==> config.mk <==
export PLATFORM = sky130hd
export DESIGN_NAME = branch_sched
export DESIGN_NICKNAME = d
export VERILOG_FILES = /design/src/rtl/branch_sched.sv
export SDC_FILE = /design/constraint.sdc
export NUM_CORES = 1
export LEC_CHECK = 0
export ABC_AREA = 1
export CORE_MARGIN = 2
export CORE_UTILIZATION = 42
export CTS_CLUSTER_DIAMETER = 150
export CTS_CLUSTER_SIZE = 20
export DETAILED_ROUTE_END_ITERATION = 12
export PLACE_DENSITY = 0.72
export SETUP_SLACK_MARGIN = 0.1
export SYNTH_ARGS = -nofsm -noshare
export SYNTH_HDL_FRONTEND = slang
export SYNTH_SLANG_ARGS = --single-unit
==> constraint.sdc <==
create_clock -name clk -period 5.6 [get_ports clk]
set_clock_uncertainty 0.05 [all_clocks]
set_input_delay 0.84 -clock clk [delete_from_list [all_inputs] [get_ports clk]]
set_output_delay 0.84 -clock clk [all_outputs]
set_load 0.005 [all_outputs]
==> src/rtl/branch_sched.sv <==
// rtl/branch_sched.sv - decode-stage conditional branch scheduler with hazard wait FSM and perf counters
module branch_sched #(
  parameter int MAX_WAIT = 3
) (
  input  logic        clk,
  input  logic        reset,
  input  logic        br_valid,
  input  logic [2:0]  br_type,
  input  logic [31:0] pc_d,
  input  logic [15:0] imm16,
  input  logic [31:0] rs_data,
  input  logic [31:0] rt_data,
  input  logic        rs_ready,
  input  logic        rt_ready,
  input  logic        freeze,
  output logic        stall_d,
  output logic        resolve,
  output logic        taken,
  output logic [31:0] target,
  output logic        waiting,
  output logic        wait_err,
  output logic [31:0] br_total,
  output logic [31:0] br_taken,
  output logic [31:0] stall_cycles
);

  typedef enum logic {S_IDLE = 1'b0, S_WAIT = 1'b1} state_t;

  localparam logic [31:0] WAIT_SAT = 32'(MAX_WAIT + 1);
  localparam logic [31:0] WAIT_MAX = 32'(MAX_WAIT);

  state_t      state;
  logic [31:0] wait_cnt;
  logic        need_rt;
  logic        ops_ok;
  logic        cond;

  // Operand readiness: only BEQ/BNE compare against rt; everything else looks at rs alone.
  always_comb begin
    need_rt = (br_type == 3'd0) || (br_type == 3'd1);
    ops_ok  = rs_ready && (rt_ready || !need_rt);
  end

  // Signed branch condition; reserved encodings never take.
  always_comb begin
    cond = 1'b0;
    case (br_type)
      3'd0:    cond = (rs_data == rt_data);
      3'd1:    cond = (rs_data != rt_data);
      3'd2:    cond = ($signed(rs_data) <= 0);
      3'd3:    cond = ($signed(rs_data) >  0);
      3'd4:    cond = ($signed(rs_data) <  0);
      3'd5:    cond = ($signed(rs_data) >= 0);
      default: cond = 1'b0;
    endcase
  end

  // Zero-latency decision outputs; the redirect target wraps modulo 2^32.
  always_comb begin
    resolve = br_valid && ops_ok && !freeze;
    taken   = resolve && cond;
    stall_d = br_valid && !ops_ok;
    waiting = (state == S_WAIT);
    target  = pc_d + 32'd4 + {{14{imm16[15]}}, imm16, 2'b00};
  end

  // Wait FSM, sticky overflow flag and performance counters.
  always_ff @(posedge clk) begin
    if (reset) begin
      state        <= S_IDLE;
      wait_cnt     <= 32'd0;
      wait_err     <= 1'b0;
      br_total     <= 32'd0;
      br_taken     <= 32'd0;
      stall_cycles <= 32'd0;
    end else begin
      if (resolve) br_total     <= br_total + 32'd1;
      if (taken)   br_taken     <= br_taken + 32'd1;
      if (stall_d) stall_cycles <= stall_cycles + 32'd1;

      case (state)
        S_IDLE: begin
          if (br_valid && !ops_ok) begin
            state    <= S_WAIT;
            wait_cnt <= 32'd1;
            if (WAIT_MAX < 32'd1) wait_err <= 1'b1;
          end
        end
        S_WAIT: begin
          if (!br_valid) begin
            // D was flushed underneath us: drop the branch without resolving it.
            state    <= S_IDLE;
            wait_cnt <= 32'd0;
          end else if (ops_ok) begin
            // Ready but frozen holds both state and count.
            if (!freeze) begin
              state    <= S_IDLE;
              wait_cnt <= 32'd0;
            end
          end else begin
            if (wait_cnt < WAIT_SAT) wait_cnt <= wait_cnt + 32'd1;
            if (wait_cnt >= WAIT_MAX) wait_err <= 1'b1;
          end
        end
        default: begin
          state    <= S_IDLE;
          wait_cnt <= 32'd0;
        end
      endcase
    end
  end

endmodule

==> results_dict.tcl, run 1 <==
set metrics [dict create \
    outcome "complete, no violations" \
    grt-ovfl-total 0 \
    cts_num_sinks 130 \
    cts_setup_buffers 0 \
    synth_fp_nets 1496 \
    maxSlewHeadroom 0.225 \
    peakVddDrop_uv 216 \
    cts_root_buf "clkbuf_16" \
    clockBufferDepth 2 \
    cap_violations 0 \
    io_buffer_count 249 \
    hold_path.class "flop to flop" \
    p_leak_nw 4.73 \
    pre_cts_ws_ps 739 \
    crit_path_start "imm16[15]" \
    pin_count 254 \
    r2r_slack_ps 3460 \
    timing.rr.start "br_total[0]" \
    avgSynthCellArea_um2 6.64 \
    whs_ps 391 \
    setup_violations 0 \
    worst_r2r_path_depth 10 \
    drc_errors 0 \
    drtIter0Drc 452 \
    tritoncts "done" \
    cts_resized 0 \
    diodes 0 \
    path_class "primary input to output port" \
    fin_ws_ps 753 \
    cp-end-kind "output port" \
    core_area_um2 20300 \
    synth_warnings 0 \
    final_core_util 0.593 \
    start_kind "primary input" \
    area_growth_pct 38.1 \
    setup_tns_ps 0 \
    power_density_nw_per_um2 224 \
    row_count 52 \
    required_ps 4710 \
    drtPass1Iterations 4 \
    n_fill_cell 1924 \
    mappedNetlistArea_um2 8720 \
    synth.distinct_cells 41 \
    grt_pass1_wl_mm 42.5 \
    antenna_found_initial 1 \
    gp_congestion 0.937 \
    grt_util_all_layers 0.239 \
    hold_viol 0 \
    cp.arrival_ps 3960 \
    grt_pass1_vias 8451 \
    cts_hold_buffers 0 \
    synthFlopType "dfxtp_1" \
    chipWidth_um 148 \
    power.total_w 0.00269 \
    min_period_ps 4850 \
    reg2reg_to "br_total[26]" \
    finalCritPeriodShare 0.866 \
    crit_end "target[31]" \
    dieArea_um2 21900 \
    totalWireLength_mm 26.8 \
    synthArstFlopShare 0 \
    avgRoutedWirePerCell_um 14.6 \
    place_hpwl_mm 21.1 \
    rsz0062_at_grt "false" \
    clock_latency_ps 420 \
    numCtsBuffers 17 \
    yosysSeqAreaShare 0.299 \
    drtAntennaViolNets 0 \
    worst_pin_slew_ps 1160 \
    via_per_inst 5.02 \
    die_y_um 148 \
    cts_htree_levels 4 \
    drive_above_1_share 0.0447 \
    syn_inst 1313 \
    slew_violations 0 \
    clk_pin_slew_ps 70 \
    synth-seq-cells 130 \
    max_freq_mhz 206 \
    initial_core_util 0.429 \
    grt_start_max_net_pins 68 \
    critPathMaxFanout 15 \
    fin_nets 1737 \
    vias 9223 \
    synth_edf_count 0 \
]
==> how the worst min path moves through the flow <==
| stage | start | endpoint | slack (ps) | cells after the start |
|---|---|---|---|---|
| after floorplan | wait_cnt[27] | wait_cnt[27] | 370 | 2 |
| after global placement | wait_cnt[30] | wait_cnt[30] | 380 | 2 |
| after detailed placement | wait_cnt[29] | wait_cnt[29] | 380 | 2 |
| after CTS | wait_cnt[29] | wait_cnt[29] | 390 | 2 |
| after global routing | wait_cnt[4] | wait_cnt[4] | 420 | 2 |
| final | wait_cnt[27] | wait_cnt[27] | 390 | 2 |
==> Yosys cell counts, types with 3 or more instances <==
master	instances	share of area
nand3_1	76	0.044
nor4_1	12	0.0086
nor2_1	184	0.079
ha_1	61	0.088
a21oi_1	117	0.067
nor2_2	4	0.0029
o21ai_1	8	0.0046
buf_2	7	0.0040
clkbuf_1	18	0.0077
o21a_1	7	0.0060
nor3_1	48	0.028
xnor2_1	41	0.041
nand2_2	9	0.0065
xor2_1	32	0.032
nand4_1	24	0.017
inv_2	3	0.0013
o21ai_0	56	0.032
nor3_2	3	0.0034
nand2_1	283	0.12
inv_1	155	0.067
dfxtp_1	130	0.30
nor2_4	10	0.013
==> through the flow <==
step | std cells | cell area, um2
2_1_floorplan | 1313 | 8720
3_3_place_gp | 1805 | 11400
3_5_place_dp | 1805 | 11400
4_1_cts | 1837 | 12000
5_1_grt | 1837 | 12000
6_report | 1837 | 12000
==> where the power goes <==
part | internal (W) | leakage (nW) | switching, W
clock network | 0.000680 | 0.301 | 0.000481
logic | 0.000302 | 3.38 | 0.000299
registers | 0.000928 | 1.05 | 0.00000414
==> cells by family (layout without fill, tap and decap cells) <==
group,after synthesis,after routing,synth area share
xor gates and xnor gates,73,73,0.0733
AOI/OAI and AO/OA,196,196,0.117
adders and majority gates,62,62,0.0898
DFF,130,130,0.299
buffers and inverters,186,440,0.0828
and+or+nand+nor,666,666,0.339
==> worst max-delay path, cell delays in order <==
cell and delay [ps]:
clkdlybuf4s50_1 890, ha_1 360, ha_1 380, nand2_1 120, nor2_1 110, inv_1 60
nor2_1 100, inv_1 40, o21ai_0 260, nand2_1 120, nand3_1 80, nand2_1 50
nand2_1 50, clkdlybuf4s50_1 490
==> cell type report <==
type                            instances  area (um2)  share of cell area
Multi-Input combinational cell        997        5390               0.448
Clock buffer                           17         425              0.0353
Sequential cell                       130        2600               0.216
Clock inverter                         15         189              0.0157
Timing Repair Buffer                  250        2490               0.207
Tap cell                              270         338              0.0281
Inverter                              158         593              0.0493
==> cells in the final DEF, fill, tap and decap left out, types with 2 or more instances in the layout <==
| cell type | synthesis | layout |
|---|---|---|
| o21ai_1 | 8 | 8 |
| nand3_2 | 2 | 2 |
| dfxtp_1 | 130 | 130 |
| nor2_1 | 184 | 184 |
| nor3_2 | 3 | 3 |
| o21ai_0 | 56 | 56 |
| nand4_1 | 24 | 24 |
| nand2_1 | 283 | 283 |
| nand2_2 | 9 | 9 |
| nor3_1 | 48 | 48 |
| xnor2_1 | 41 | 41 |
| inv_2 | 3 | 4 |
| clkdlybuf4s50_1 | 0 | 248 |
| o21a_1 | 7 | 7 |
| nor3b_1 | 2 | 2 |
| a31oi_1 | 2 | 2 |
| inv_6 | 0 | 4 |
| nor2_2 | 4 | 4 |
| nand3_1 | 76 | 76 |
| and3_1 | 2 | 2 |
| a21oi_1 | 117 | 117 |
| nor4_1 | 12 | 12 |
| inv_1 | 155 | 154 |
| inv_8 | 0 | 5 |
| nor2_4 | 10 | 10 |
| ha_1 | 61 | 61 |
| a211oi_1 | 2 | 2 |
| xor2_1 | 32 | 32 |
| bufinv_16 | 0 | 2 |
| clkbuf_16 | 0 | 17 |
==> sequential cells by signal (all words and copies together) (netlist names) <==
signal,count
br_taken,32
br_total,32
stall_cycles,32
wait_cnt,32
wait_err,1
waiting,1
==> metal layers <==
metal  GRT usage  up-vias  wire length, um
li1            -     4781                -
met1       0.314     4182            12200
met2       0.398      215            12500
met3      0.0525       43             1480
met4      0.0657        2              575
met5           0        -               12
(Power assumes the default switching activity.)
==> inputs of run 2 (changes only) <==
--- a/config.mk
+++ b/config.mk
@@ -12,7 +12,7 @@
 export CTS_CLUSTER_SIZE = 20
 export DETAILED_ROUTE_END_ITERATION = 12
 export PLACE_DENSITY = 0.72
-export SETUP_SLACK_MARGIN = 0.1
+export SETUP_SLACK_MARGIN = 0.5
 export SYNTH_ARGS = -nofsm -noshare
 export SYNTH_HDL_FRONTEND = slang
 export SYNTH_SLANG_ARGS = --single-unit
==> results of run 2 <==
Same layout as run 1: the final DEF is identical, and so are final timing and power.
